File: config.mk
export PLATFORM = sky130hd
export DESIGN_NAME = miner_axis_ctrl_flat
export DESIGN_NICKNAME = d
export VERILOG_FILES = /design/src/rtl/miner_axis_ctrl_if.sv /design/src/rtl/miner_axis_ctrl.sv /design/src/flat_wrapper.sv
export SDC_FILE = /design/constraint.sdc
export NUM_CORES = 1
export LEC_CHECK = 0
export CORE_AREA = 10 10 282 284
export CTS_BUF_LIST = sky130_fd_sc_hd__clkbuf_16
export CTS_CLUSTER_DIAMETER = 50
export DETAILED_ROUTE_END_ITERATION = 10
export DIE_AREA = 0 0 292 294
export PLACE_DENSITY = 0.68
export SLEW_MARGIN = 40
export SYNTH_ARGS = -nofsm -noshare
export SYNTH_HDL_FRONTEND = slang
export SYNTH_SLANG_ARGS = --single-unit
export TNS_END_PERCENT = 100
File: constraint.sdc
create_clock -name aclk -period 8.7 [get_ports aclk]
set_input_delay 0.87 -clock aclk [delete_from_list [all_inputs] [get_ports aclk]]
set_output_delay 0.87 -clock aclk [all_outputs]
set_load 0.01 [all_outputs]
File: src/rtl/miner_axis_ctrl_if.sv
// AXI-Stream channel bundle (32-bit data, tlast) used for the miner controller's job and
// response streams.
interface miner_axis_ctrl_if;
    logic [31:0] tdata;
    logic        tvalid;
    logic        tready;
    logic        tlast;

    modport master (output tdata, output tvalid, output tlast, input tready);
    modport slave  (input tdata, input tvalid, input tlast, output tready);
endinterface

File: src/rtl/miner_axis_ctrl.sv
// Loads a 20-word header job from AXIS, runs the miner, and returns a status/nonce response.
// Optional MINER_CTRL_STATS_EN adds a job counter and a third response word.
module miner_axis_ctrl #(
    parameter int unsigned TIMEOUT_CYCLES = 0,
    parameter int unsigned CNT_W          = 32
) (
    input  logic                    aclk,
    input  logic                    aresetn,
    miner_axis_ctrl_if.slave        s_axis,
    miner_axis_ctrl_if.master       m_axis,
    output logic [31:0]             blk_version,
    output logic [255:0]            prev_blk_header_hash,
    output logic [255:0]            merkle_root_hash,
    output logic [31:0]             blk_time,
    output logic [31:0]             blk_nbits,
    output logic [31:0]             blk_nonce,
    output logic                    miner_start,
    input  logic                    miner_done,
    input  logic                    miner_found,
    input  logic [31:0]             miner_nonce
);

    typedef enum logic [2:0] {
        StLoad, StRun, StBusy, StResp0, StResp1, StResp2, StDrain
    } state_e;

    localparam logic [CNT_W-1:0] TimeoutLast = CNT_W'(TIMEOUT_CYCLES - 1);

    state_e           state_q, state_d;
    logic [4:0]       idx_q, idx_d;
    logic             err_q, err_d;
    logic             timeout_q, timeout_d;
    logic             found_q, found_d;
    logic [31:0]      nonce_q, nonce_d;
    logic [CNT_W-1:0] tcnt_q, tcnt_d;
    logic             load_beat;
    logic [2:0]       hash_sel;

`ifdef MINER_CTRL_STATS_EN
    logic [CNT_W-1:0] job_cnt_q;
    logic [CNT_W-1:0] job_snap_q;
`endif

    // Words 1..8 and 9..16 both map to (8 - idx) mod 8, i.e. word1/word9 land in the top slot.
    assign hash_sel = 3'(5'd8 - idx_q);

    always_comb begin
        state_d       = state_q;
        idx_d         = idx_q;
        err_d         = err_q;
        timeout_d     = timeout_q;
        found_d       = found_q;
        nonce_d       = nonce_q;
        tcnt_d        = tcnt_q;
        load_beat     = 1'b0;
        s_axis.tready = 1'b0;
        m_axis.tvalid = 1'b0;
        m_axis.tdata  = 32'h0;
        m_axis.tlast  = 1'b0;

        case (state_q)
            StLoad: begin
                s_axis.tready = 1'b1;
                if (s_axis.tvalid) begin
                    load_beat = 1'b1;
                    idx_d     = idx_q + 5'd1;
                    if (idx_q == 5'd19) begin
                        if (s_axis.tlast) begin
                            state_d = StRun;
                        end else begin
                            err_d   = 1'b1;
                            state_d = StDrain;
                        end
                    end else if (s_axis.tlast) begin
                        err_d   = 1'b1;
                        state_d = StResp0;
                    end
                end
            end
            StDrain: begin
                s_axis.tready = 1'b1;
                if (s_axis.tvalid && s_axis.tlast) begin
                    state_d = StResp0;
                end
            end
            StRun: begin
                tcnt_d  = '0;
                state_d = StBusy;
            end
            StBusy: begin
                tcnt_d = tcnt_q + 1'b1;
                // Done takes priority over a timeout landing on the same cycle.
                if (miner_done) begin
                    found_d = miner_found;
                    nonce_d = miner_nonce;
                    state_d = StResp0;
                end else if (TIMEOUT_CYCLES != 0 && tcnt_q == TimeoutLast) begin
                    timeout_d = 1'b1;
                    state_d   = StResp0;
                end
            end
            StResp0: begin
                m_axis.tvalid = 1'b1;
                m_axis.tdata  = {29'b0, err_q, timeout_q, found_q};
                if (m_axis.tready) begin
                    state_d = StResp1;
                end
            end
            StResp1: begin
                m_axis.tvalid = 1'b1;
                m_axis.tdata  = (err_q || timeout_q) ? 32'h0 : nonce_q;
`ifdef MINER_CTRL_STATS_EN
                m_axis.tlast  = 1'b0;
                if (m_axis.tready) begin
                    state_d = StResp2;
                end
`else
                m_axis.tlast  = 1'b1;
                if (m_axis.tready) begin
                    err_d     = 1'b0;
                    timeout_d = 1'b0;
                    found_d   = 1'b0;
                    nonce_d   = 32'h0;
                    idx_d     = 5'd0;
                    state_d   = StLoad;
                end
`endif
            end
`ifdef MINER_CTRL_STATS_EN
            StResp2: begin
                m_axis.tvalid = 1'b1;
                m_axis.tdata  = 32'(job_snap_q);
                m_axis.tlast  = 1'b1;
                if (m_axis.tready) begin
                    err_d     = 1'b0;
                    timeout_d = 1'b0;
                    found_d   = 1'b0;
                    nonce_d   = 32'h0;
                    idx_d     = 5'd0;
                    state_d   = StLoad;
                end
            end
`endif
            default: state_d = StLoad;
        endcase
    end

    always_ff @(posedge aclk or negedge aresetn) begin
        if (!aresetn) begin
            state_q     <= StLoad;
            idx_q       <= 5'd0;
            err_q       <= 1'b0;
            timeout_q   <= 1'b0;
            found_q     <= 1'b0;
            nonce_q     <= 32'h0;
            tcnt_q      <= '0;
            miner_start <= 1'b0;
        end else begin
            state_q     <= state_d;
            idx_q       <= idx_d;
            err_q       <= err_d;
            timeout_q   <= timeout_d;
            found_q     <= found_d;
            nonce_q     <= nonce_d;
            tcnt_q      <= tcnt_d;
            miner_start <= (state_d == StRun) || (state_d == StBusy);
        end
    end

    // Header fields change only on accepted job beats, so they stay stable through the run.
    always_ff @(posedge aclk or negedge aresetn) begin
        if (!aresetn) begin
            blk_version          <= 32'h0;
            prev_blk_header_hash <= 256'h0;
            merkle_root_hash     <= 256'h0;
            blk_time             <= 32'h0;
            blk_nbits            <= 32'h0;
            blk_nonce            <= 32'h0;
        end else if (load_beat) begin
            if (idx_q == 5'd0) begin
                blk_version <= s_axis.tdata;
            end else if (idx_q <= 5'd8) begin
                prev_blk_header_hash[{hash_sel, 5'b0} +: 32] <= s_axis.tdata;
            end else if (idx_q <= 5'd16) begin
                merkle_root_hash[{hash_sel, 5'b0} +: 32] <= s_axis.tdata;
            end else if (idx_q == 5'd17) begin
                blk_time <= s_axis.tdata;
            end else if (idx_q == 5'd18) begin
                blk_nbits <= s_axis.tdata;
            end else begin
                blk_nonce <= s_axis.tdata;
            end
        end
    end

`ifdef MINER_CTRL_STATS_EN
    always_ff @(posedge aclk or negedge aresetn) begin
        if (!aresetn) begin
            job_cnt_q  <= '0;
            job_snap_q <= '0;
        end else begin
            if (state_q == StRun) begin
                job_cnt_q <= job_cnt_q + 1'b1;
            end
            if (state_d == StResp0 && state_q != StResp0) begin
                job_snap_q <= job_cnt_q;
            end
        end
    end
`endif

endmodule

File: src/flat_wrapper.sv
// flat-port wrapper written by rule: the top's interface ports become plain ports
module miner_axis_ctrl_flat 
#(
    parameter int unsigned TIMEOUT_CYCLES = 0,
    parameter int unsigned CNT_W          = 32
)
  (aclk, aresetn, blk_version, prev_blk_header_hash, merkle_root_hash, blk_time, blk_nbits, blk_nonce, miner_start, miner_done, miner_found, miner_nonce, s_axis_tdata, s_axis_tvalid, s_axis_tlast, s_axis_tready, m_axis_tdata, m_axis_tvalid, m_axis_tlast, m_axis_tready);
  miner_axis_ctrl_if s_axis_i ();
  miner_axis_ctrl_if m_axis_i ();
  input  logic aclk;
  input  logic aresetn;
  output logic [31:0] blk_version;
  output logic [255:0] prev_blk_header_hash;
  output logic [255:0] merkle_root_hash;
  output logic [31:0] blk_time;
  output logic [31:0] blk_nbits;
  output logic [31:0] blk_nonce;
  output logic miner_start;
  input  logic miner_done;
  input  logic miner_found;
  input  logic [31:0] miner_nonce;
  input wire logic [$bits(s_axis_i.tdata)-1:0] s_axis_tdata;
  input wire logic [$bits(s_axis_i.tvalid)-1:0] s_axis_tvalid;
  input wire logic [$bits(s_axis_i.tlast)-1:0] s_axis_tlast;
  output wire logic [$bits(s_axis_i.tready)-1:0] s_axis_tready;
  output wire logic [$bits(m_axis_i.tdata)-1:0] m_axis_tdata;
  output wire logic [$bits(m_axis_i.tvalid)-1:0] m_axis_tvalid;
  output wire logic [$bits(m_axis_i.tlast)-1:0] m_axis_tlast;
  input wire logic [$bits(m_axis_i.tready)-1:0] m_axis_tready;
  assign s_axis_i.tdata = s_axis_tdata;
  assign s_axis_i.tvalid = s_axis_tvalid;
  assign s_axis_i.tlast = s_axis_tlast;
  assign s_axis_tready = s_axis_i.tready;
  assign m_axis_tdata = m_axis_i.tdata;
  assign m_axis_tvalid = m_axis_i.tvalid;
  assign m_axis_tlast = m_axis_i.tlast;
  assign m_axis_i.tready = m_axis_tready;
  miner_axis_ctrl #(.TIMEOUT_CYCLES(TIMEOUT_CYCLES), .CNT_W(CNT_W)) u_core (.aclk(aclk), .aresetn(aresetn), .s_axis(s_axis_i), .m_axis(m_axis_i), .blk_version(blk_version), .prev_blk_header_hash(prev_blk_header_hash), .merkle_root_hash(merkle_root_hash), .blk_time(blk_time), .blk_nbits(blk_nbits), .blk_nonce(blk_nonce), .miner_start(miner_start), .miner_done(miner_done), .miner_found(miner_found), .miner_nonce(miner_nonce));
endmodule
==> results of run 1 <==
[power groups by stage]
stage | clock network, uW | logic [uW] | registers [uW]
CTS | 3770 | 4090 | 4480
detailed placement | 0 | 4060 | 4520
global route | 3910 | 4300 | 4580
global placement | 0 | 3950 | 4480
floorplan | 0 | 1320 | 4780
finish | 3700 | 4040 | 4480
[kinds of logic (layout without fill, tap and decap cells)]
kind of cell	count (synthesis)	count (layout)	synth area share
xor gates and xnor gates	4	4	0.00130
other	0	9	0
buffers and inverters	156	952	0.0266
AOI/OAI and AO/OA	179	179	0.0344
and+or+nand+nor	455	455	0.0807
DFF	683	683	0.634
adders and majority gates	9	9	0.00418
muxes	514	514	0.219
[state kept, by name, indices dropped and copies added (netlist names)]
signal	cells
u_core.merkle_root_hash	256
u_core.prev_blk_header_hash	256
u_core.blk_nbits	32
u_core.blk_nonce	32
u_core.blk_time	32
u_core.blk_version	32
u_core.nonce_q	32
u_core.idx_q	5
u_core.state_q	3
u_core.err_q	1
u_core.found_q	1
u_core.miner_start	1
[metrics by stage]
stage | utilization | setup slack (ns) | total power, uW | cell area [sq um]
3_3_place_gp | 0.477 | 4.38 | 8430 | 35300
5_1_grt | 0.519 | 4.78 | 12800 | 38400
4_1_cts | 0.518 | 4.92 | 12300 | 38300
2_1_floorplan | - | 5.59 | 6100 | 27000
3_5_place_dp | 0.478 | 4.87 | 8590 | 35300
6_report | 0.519 | 4.92 | 12200 | 38400
[area by class of cell]
| cell class | instances | area share |
|---|---|---|
| sequential | 683 | 0.445 |
| antenna | 9 | 0.000587 |
| timing repair buffer | 783 | 0.203 |
| multi-input combinational | 1161 | 0.241 |
| clock inverter | 73 | 0.0224 |
| tap | 969 | 0.0316 |
| inverter | 11 | 0.00108 |
| clock buffer | 85 | 0.0554 |
[synthesized netlist by cell type (3+ instances only)]
master / number
a21oi_1: 4
mux2_4: 30
buf_4: 7
buf_2: 33
mux2_1: 25
mux2_2: 458
nand4_1: 8
inv_1: 11
nor3_1: 3
dfrtp_1: 683
buf_1: 3
and2_1: 96
nand2_1: 274
buf_12: 3
and3_1: 38
clkbuf_1: 96
nor2_1: 15
o21ai_0: 166
nand3_1: 7
ha_1: 9
[routing by layer]
metal	routed length, microns	global-route usage	share of wire	vias to the layer above
met1	38600	0.259	0.38	10000
met3	8900	0.0827	0.088	197
met5	9	0	0.000089	-
met4	3900	0.0933	0.039	2
met2	49700	0.386	0.49	782
li1	-	-	-	8313
[worst max path at each step]
| stage | from | to | slack, ns | cells after the start |
|---|---|---|---|---|
| finish | u_core.idx_q[1]$_DFFE_PN0P_ | u_core.merkle_root_hash[107]$_DFFE_PN0P_ | 4.92 | 10 |
| global route | u_core.state_q[1]$_DFF_PN0_ | m_axis_tdata[2] | 4.78 | 7 |
| CTS | u_core.idx_q[1]$_DFFE_PN0P_ | u_core.merkle_root_hash[101]$_DFFE_PN0P_ | 4.92 | 10 |
| detailed placement | s_axis_tvalid | u_core.merkle_root_hash[0]$_DFFE_PN0P_ | 4.87 | 8 |
| global placement | s_axis_tvalid | u_core.prev_blk_header_hash[117]$_DFFE_PN0P_ | 4.38 | 5 |
| floorplan | u_core.idx_q[0]$_DFFE_PN0P_ | u_core.merkle_root_hash[34]$_DFFE_PN0P_ | 5.59 | 11 |
[critical path, stage by stage (launching register included)]
cell and delay [ns]:
dfrtp_1 0.43, inv_1 0.10, ha_1 0.24, ha_1 0.41, inv_1 0.07, ha_1 0.38, nor2b_1 0.38, nand3_1 0.32
nor2_4 0.47, buf_4 0.45, mux2_2 0.39
==> metrics, run 1 <==
status complete, no violations; fillers 6,180; Syn Nets about 2.1k; clk buf depth 3; Worst IR Drop VDD 0.223 mV; final hold violation count 0; Detail Route Antenna Nets 0; Max Fclk approximately 0.26 GHz; # setup viols final 0; clk slew on worst S/H paths 0.06 ns; DR WL/cell approximately 27 microns; largest fanout on the critical path 22; Final period util 0.434; total congestion overflow 0; Hold Crit Class in2async; Combinational Power Share 0.330; PwrDens 318 mW/mm^2; worst slew pin tran roughly 0.94 ns; largest net degree at the start of global routing between 150 and 200; most common flop cell mapped by yosys dfrtp_1; ys async rst share 1.00; Sw Ratio 0.327; CTS tree built; first-pass GRT wire length 145,000 microns; DP HPWL 72,000 microns; Crit. End Element flop; max-cap viol count 0; Via Count around 19k; Synth Register Bits slightly below 700; Initial DRC Count between 1k and 1.5k; post-CTS sizing 0; die height ~300 microns; Critical Path Source Type flop; most frequent cells in the layout clkdlybuf4s50_1 (726), dfrtp_1 (683), mux2_2 (458), nand2_1 (272), o21ai_0 (166); Area growth, synth to finish 42.4%; core footprint approximately 0.074 sq mm; synthesized area per cell around 13 sq um; most common cell after layout, fill and taps aside clkdlybuf4s50_1; Initial Util 0.365; GP Congestion ~0.83; port bufs between 700 and 800; Clock Power Share 0.303; total CTS buffers 85; share of Yosys cell area claimed by the top area cell type 0.634; Final Slew Violations 0; total of warnings raised by yosys 0; hold buffers post-CTS 0; synth unique cells between 40 and 50; DRC 0; drt first pass iters 5; Die ar. between 0.08 and 0.09 sq mm; final wirelength about 100,000 microns; R2R depth 10; vias in the first global route just over 20k; Internal slightly above 8000 uW; nets roughly 2.8k; H-tree levels 3; fin cells ~3.8k; GRT Util Overall 0.228; Psw 3990 uW; Post-synth EDFFs 0; area of the multi-input gates roughly 0.009 sq mm; critical path class reg2reg; Worst slew margin 0.372; RSZ-0062 raised after global routing false; area leader, netlist dfrtp_1; sequential cell area fraction in the yosys report 0.634; WP data arrival roughly 4.3 ns; total negative slack 0 ns; Leak Pwr about 0.018 uW; hold_ws ~0.26 ns; r2r startpoint u_core.idx_q[1]$_DFFE_PN0P_; Sequential Power Share 0.367; root buf cell clkbuf_16; Post-Synthesis Cells approximately 2.0k; Placed Cells incl. Taps approximately 3.6k; vias per cell a little over 5; CTS Sinks roughly 700; Rows 100; Reg-to-Reg End u_core.merkle_root_hash[107]$_DFFE_PN0P_; setup repair bufs after CTS 0; initial antenna violation count 8; Post-Syn Area about 0.027 sq mm; Worst R2R Setup Slack 4.92 ns; CP required roughly 9 ns; Final Critical Period ~3.8 ns; die extent in x roughly 290 microns; share of cells above drive strength 1 0.255; # IOs between 700 and 800; Clock Latency Late Sink 0.63 ns; largest cells by area after synthesis dfrtp_1 (63%), mux2_2 (19%), nand2_1 (3.8%); storage element area approximately 0.017 sq mm; clk_skew ~0.024 ns
Power figures use the tool's default switching activity.
==> run 2: changes to the inputs <==
- PLACE_DENSITY: 0.68 -> 0.7
- clock period: 8.7 -> 3.2 ns (I/O delays scaled with it)
==> metrics, run 2 (same netlist as run 1, synthesis figures left out) <==
status complete, no violations; Leak Pwr 0.0180 uW (+0.97%); largest net degree at the start of global routing 89 (-45%); Largest regs u_core.merkle_root_hash: 256 flops, u_core.prev_blk_header_hash: 256 flops; Initial Util 0.365 (unchanged); initial antenna violation count 6 (-2); Routed met3 length 9350 microns (+5.0%); DRC 0 (unchanged); final wirelength 102,000 microns (+0.54%); CP required 3.70 ns (-5.49 ns); die height 294 microns (unchanged); Critical Path Source Type flop; PwrDens 836 mW/mm^2 (+160%); met1 wire length 38,200 microns (-0.94%); final hold violation count 0 (unchanged); area of the multi-input gates 0.00923 sq mm (-0.31%); Clock Latency Late Sink 0.63 ns (about the same); total CTS buffers 82 (-3.5%); DP HPWL 73,500 microns (+2.1%); max-cap viol count 0 (unchanged); clk slew on worst S/H paths 0.06 ns (about the same); top layer in use met4; Crit. End Element flop; critical path class reg2reg; # setup viols final 0 (unchanged); Max Fclk 0.328 GHz (+24%); DR WL/cell 26.6 microns (-0.52%); largest fanout on the critical path 32 (+45%); CTS Sinks 683 (unchanged); worst slew pin tran 0.887 ns (-0.0519 ns); port bufs 746 (unchanged); die extent in x 292 microns (unchanged); share of cells above drive strength 1 0.260 (+0.00414); most frequent cells in the layout clkdlybuf4s50_1 (737), dfrtp_1 (682), mux2_2 (458), nand2_1 (272), o21ai_0 (166); Sw Ratio 0.328 (+0.00184); GP Congestion 0.840 (+0.85%); first-pass GRT wire length 148,000 microns (+2.2%); Via Count 19.5k (+0.89%); Initial DRC Count 998 (-2.0%); Sequential Power Share 0.379 (+0.012); CTS tree built; Area growth, synth to finish 43.5%; H-tree levels 3 (unchanged); vias in the first global route 21.3k (+3.2%); Worst IR Drop VDD 0.623 mV (+180%); storage element area 0.0171 sq mm (about the same); core footprint 0.0739 sq mm (unchanged); Combinational Power Share 0.338 (+0.008); most common cell after layout, fill and taps aside clkdlybuf4s50_1; hold_ws 0.159 ns (-0.0976 ns); r2r startpoint u_core.idx_q[1]$_DFFE_PN0P_; total negative slack 0 ns (unchanged); Psw 10,600 uW (+170%); wire length on met2 49,900 microns (+0.53%); Clock Power Share 0.282 (-0.021); Final Critical Period 3.04 ns (-0.733 ns); GRT Util Overall 0.232 (+0.00369); Rows 100 (unchanged); clk_skew 0.0271 ns (+0.00313 ns); Final period util 0.952 (+0.517); root buf cell clkbuf_16; Worst slew margin 0.407 (+0.0347); drt first pass iters 6 (+1); Die ar. 0.0858 sq mm (unchanged); R2R depth 10 (unchanged); Worst R2R Setup Slack 0.16 ns (-4.77 ns); nets 2,855 (+1.8%); Hold Crit Class in2async; RSZ-0062 raised after global routing false; Final Slew Violations 0 (unchanged); Internal 21,700 uW (+160%); # IOs 747 (unchanged); clk buf depth 3 (unchanged); Detail Route Antenna Nets 0 (unchanged); total congestion overflow 0 (unchanged); vias per cell 5.12 (-0.17%); fillers 6,164 (-0.26%); Reg-to-Reg End u_core.merkle_root_hash[125]$_DFFE_PN0P_; WP data arrival 3.54 ns (-0.73 ns)
run 2: metal layers:
| metal | global-route usage | vias to the layer above |
|---|---|---|
| met4 | 0.0991 | 0 |
| li1 | - | 8404 |
| met2 | 0.391 | 820 |
| met3 | 0.0845 | 189 |
| met5 | 0 | - |
| met1 | 0.262 | 10100 |
run 2: final cells by class:
cell class / instances / area share
diodes: 5 / 0.000323
well taps: 969 / 0.0313
inverters: 11 / 0.00107
flip-flops and latches: 683 / 0.442
repair buffers: 836 / 0.217
multi-input cells: 1161 / 0.239
clock inverters: 66 / 0.0158
clock buffers: 83 / 0.0537
run 2: timing repair:
action | CTS | global route
buffers inserted | 0 | 0
setup endpoints to repair | 0 | 34
hold endpoints to repair | 71 | 0
resized for setup | 0 | 4
hold buffers | 1 | 0
run 2: through the flow:
stage          cells  setup slack (ns)  power [uW]  cell area [sq um]  utilization
3_3_place_gp    3658             0.238       23000              36000        0.487
6_report        3814             0.155       32300              38700        0.523
3_5_place_dp    3658             0.189       23400              36000        0.486
5_1_grt         3810            0.0159       33900              38700        0.523
4_1_cts         3808           0.00719       32700              38700        0.523
2_1_floorplan   2000            0.0868       16600              27000            -
run 2: power by group through the flow:
| stage | Combinational, uW | Sequential, uW | Clock (uW) |
|---|---|---|---|
| after floorplan | 3600 | 13000 | 0 |
| after global placement | 10800 | 12300 | 0 |
| after detailed placement | 11000 | 12400 | 0 |
| after CTS | 11100 | 12300 | 9320 |
| after global routing | 11700 | 12500 | 9700 |
| final | 10900 | 12300 | 9130 |
run 2: worst max path at each step:
stage / end / slack [ns] / cells after the start / from
after global routing: u_core.merkle_root_hash[42]$_DFFE_PN0P_ / 0.02 / 10 / u_core.idx_q[0]$_DFFE_PN0P_
after global placement: u_core.merkle_root_hash[123]$_DFFE_PN0P_ / 0.24 / 10 / u_core.idx_q[1]$_DFFE_PN0P_
after floorplan: u_core.merkle_root_hash[34]$_DFFE_PN0P_ / 0.09 / 11 / u_core.idx_q[0]$_DFFE_PN0P_
after CTS: m_axis_tdata[2] / 0.007 / 7 / u_core.state_q[1]$_DFF_PN0_
after detailed placement: u_core.merkle_root_hash[119]$_DFFE_PN0P_ / 0.19 / 10 / u_core.idx_q[1]$_DFFE_PN0P_
final: u_core.merkle_root_hash[125]$_DFFE_PN0P_ / 0.16 / 10 / u_core.idx_q[1]$_DFFE_PN0P_
run 2: worst max-delay path, cell delays in order (launching register included):
cell and delay (ns):
dfrtp_1 0.42, inv_1 0.10, ha_1 0.24, ha_1 0.40, inv_1 0.07, ha_1 0.37
nor2b_1 0.21, nand3_1 0.28, nor2_4 0.19, buf_12 0.24, mux2_2 0.37
==> run 3: changes to the inputs <==
- CTS_CLUSTER_SIZE: default -> 40
==> metrics, run 3 (same netlist as run 1, synthesis figures left out) <==
status complete, no violations; Final period util 0.949 (-0.00267); Placed Cells incl. Taps 3,658 (unchanged); r2r startpoint u_core.idx_q[1]$_DFFE_PN0P_; Initial Util 0.365 (unchanged); most frequent CP cell ha_1; DRC 0 (unchanged); Critical Path Source Type flop; max-cap viol count 0 (unchanged); die extent in x 292 microns (unchanged); fillers 6,167 (+0.049%); Worst slew margin 0.419 (+0.0124); Rows 100 (unchanged); initial antenna violation count 7 (+1); Max Fclk 0.329 GHz (+0.28%); GP Congestion 0.840 (unchanged); R2R depth 10 (unchanged); critical path class reg2reg; Worst R2R Setup Slack 0.16 ns (about the same); worst slew pin tran 0.868 ns (-0.0185 ns); share of cells above drive strength 1 0.262 (+0.00236); DP HPWL 73,500 microns (unchanged); final wirelength 102,000 microns (about the same); GRT Util Overall 0.231 (-0.000358); Reg-to-Reg End u_core.merkle_root_hash[38]$_DFFE_PN0P_; Cell Chain, Critical Path inv_1 > ha_1 > ha_1 > inv_1 > ha_1 > nor2b_1 > nand3_1 > nor2_4 > buf_4 > mux2_2; Initial DRC Count 1,066 (+6.8%); first-pass GRT wire length 148,000 microns (-0.12%); die height 294 microns (unchanged); CTS Sinks 683 (unchanged); total congestion overflow 0 (unchanged); Hold Crit Class in2async; hold_ws 0.158 ns (-0.000572 ns); CP max stage delay 0.42 ns (about the same); fin cells 3,794 (-0.52%); Worst IR Drop VDD 0.524 mV (-16%); port bufs 746 (unchanged); total negative slack 0 ns (unchanged); Area growth, synth to finish 43.2%; final hold violation count 0 (unchanged); core footprint 0.0739 sq mm (unchanged); Die ar. 0.0858 sq mm (unchanged); CP bufs+invs 3 (unchanged); largest fanout on the critical path 14 (-56%); CP required 3.69 ns (about the same); PwrDens 835 mW/mm^2 (about the same); Crit-path slowest cell dfrtp_1; CTS tree built; CP delay by family, top adder cells; vias per cell 5.12 (about the same); largest net degree at the start of global routing 89 (unchanged); clk buf depth 3 (unchanged); # setup viols final 0 (unchanged); clk slew on worst S/H paths 0.07 ns (about the same); clk_skew 0.0385 ns (+0.0115 ns); WP data arrival 3.52 ns (-0.02 ns); Final Core Density 0.522 (-0.00110); Final Critical Period 3.04 ns (-0.00855 ns); Largest regs u_core.merkle_root_hash: 256 flops, u_core.prev_blk_header_hash: 256 flops; # IOs 747 (unchanged); Crit. End Element flop; total CTS buffers 71 (-13%); Final Slew Violations 0 (unchanged); Detail Route Antenna Nets 0 (unchanged); most common cell after layout, fill and taps aside clkdlybuf4s50_1; setup repair bufs after CTS 0 (unchanged); Via Count 19.4k (-0.48%); nets 2,844 (-0.39%); vias in the first global route 21.2k (-0.54%); root buf cell clkbuf_16; Leak Pwr 0.0180 uW (-0.45%); drt first pass iters 5 (-1); most frequent cells in the layout clkdlybuf4s50_1 (737), dfrtp_1 (681), mux2_2 (458), nand2_1 (272), o21ai_0 (166); DR WL/cell 26.8 microns (+0.45%); H-tree levels 3 (unchanged); Clock Latency Late Sink 0.64 ns (about the same)
==> run 3: changes by cell type in the layout (fill, tap and decap cells not counted), moves of 2 or more <==
cell,before,now
clkbuf_16,83,71
clkinv_8,1,9
diode_2,5,3
clkinv_2,12,3
inv_1,25,13
clkinv_1,9,1
inv_6,6,15
clkinv_4,5,1
inv_12,0,6
inv_8,1,10
clkinvlp_4,8,3
==> run 3: repair_timing <==
| action | CTS | global route |
|---|---|---|
| hold endpoints to repair | 71 | 0 |
| hold buffers | 1 | 0 |
| endpoints found under the setup margin | 0 | 33 |
| resized for setup | 0 | 4 |
==> run 3: worst register-to-register path, cell delays in order, from the launching register on <==
cell,delay (ns)
dfrtp_1,0.42
inv_1,0.10
ha_1,0.24
ha_1,0.40
inv_1,0.07
ha_1,0.37
nor2b_1,0.21
nand3_1,0.28
nor2_4,0.22
buf_4,0.26
mux2_2,0.37
==> run 3: per-layer routing <==
layer  track usage  share of wire
met2         0.390           0.49
met4         0.100          0.041
met3        0.0828          0.088
met1         0.263           0.38
met5             0              0
==> run 3: layout make-up <==
cell class,instances,area [sq um],area share
clock buffers,71,1780,0.0460
clock inverters,60,836,0.0216
flip-flops and latches,683,17100,0.443
repair buffers,836,8410,0.218
multi-input cells,1161,9230,0.239
diodes,3,7.51,0.000194
inverters,11,41.3,0.00107
well taps,969,1210,0.0314
==> run 3: report_power, final <==
group / switching [uW] / internal, uW / leakage [uW] / total, uW
Sequential: 1400 / 10900 / 0.00937 / 12300
Clock: 4170 / 4890 / 0.00127 / 9070
Combinational: 5370 / 5560 / 0.00733 / 10900
Total: 10900 / 21300 / 0.0180 / 32300
==> run 3: per-stage QoR <==
step                cell area [sq um]  worst slack, ns  total power [uW]
floorplan                       27000           0.0868             16600
global placement                36000            0.238             23000
detailed placement              36000            0.189             23400
CTS                             38600           0.0207             32600
global route                    38600         -0.00486             33800
finish                          38600            0.164             32300
==> run 3: how the worst max path moves through the flow <==
| stage | slack (ns) | startpoint | to | depth (start not counted) |
|---|---|---|---|---|
| 6_report | 0.16 | u_core.idx_q[1]$_DFFE_PN0P_ | u_core.merkle_root_hash[38]$_DFFE_PN0P_ | 10 |
| 3_5_place_dp | 0.19 | u_core.idx_q[1]$_DFFE_PN0P_ | u_core.merkle_root_hash[119]$_DFFE_PN0P_ | 10 |
| 5_1_grt | -0.005 | u_core.state_q[1]$_DFF_PN0_ | m_axis_tdata[2] | 7 |
| 2_1_floorplan | 0.09 | u_core.idx_q[0]$_DFFE_PN0P_ | u_core.merkle_root_hash[34]$_DFFE_PN0P_ | 11 |
| 4_1_cts | 0.02 | u_core.state_q[1]$_DFF_PN0_ | m_axis_tdata[2] | 7 |
| 3_3_place_gp | 0.24 | u_core.idx_q[1]$_DFFE_PN0P_ | u_core.merkle_root_hash[123]$_DFFE_PN0P_ | 10 |
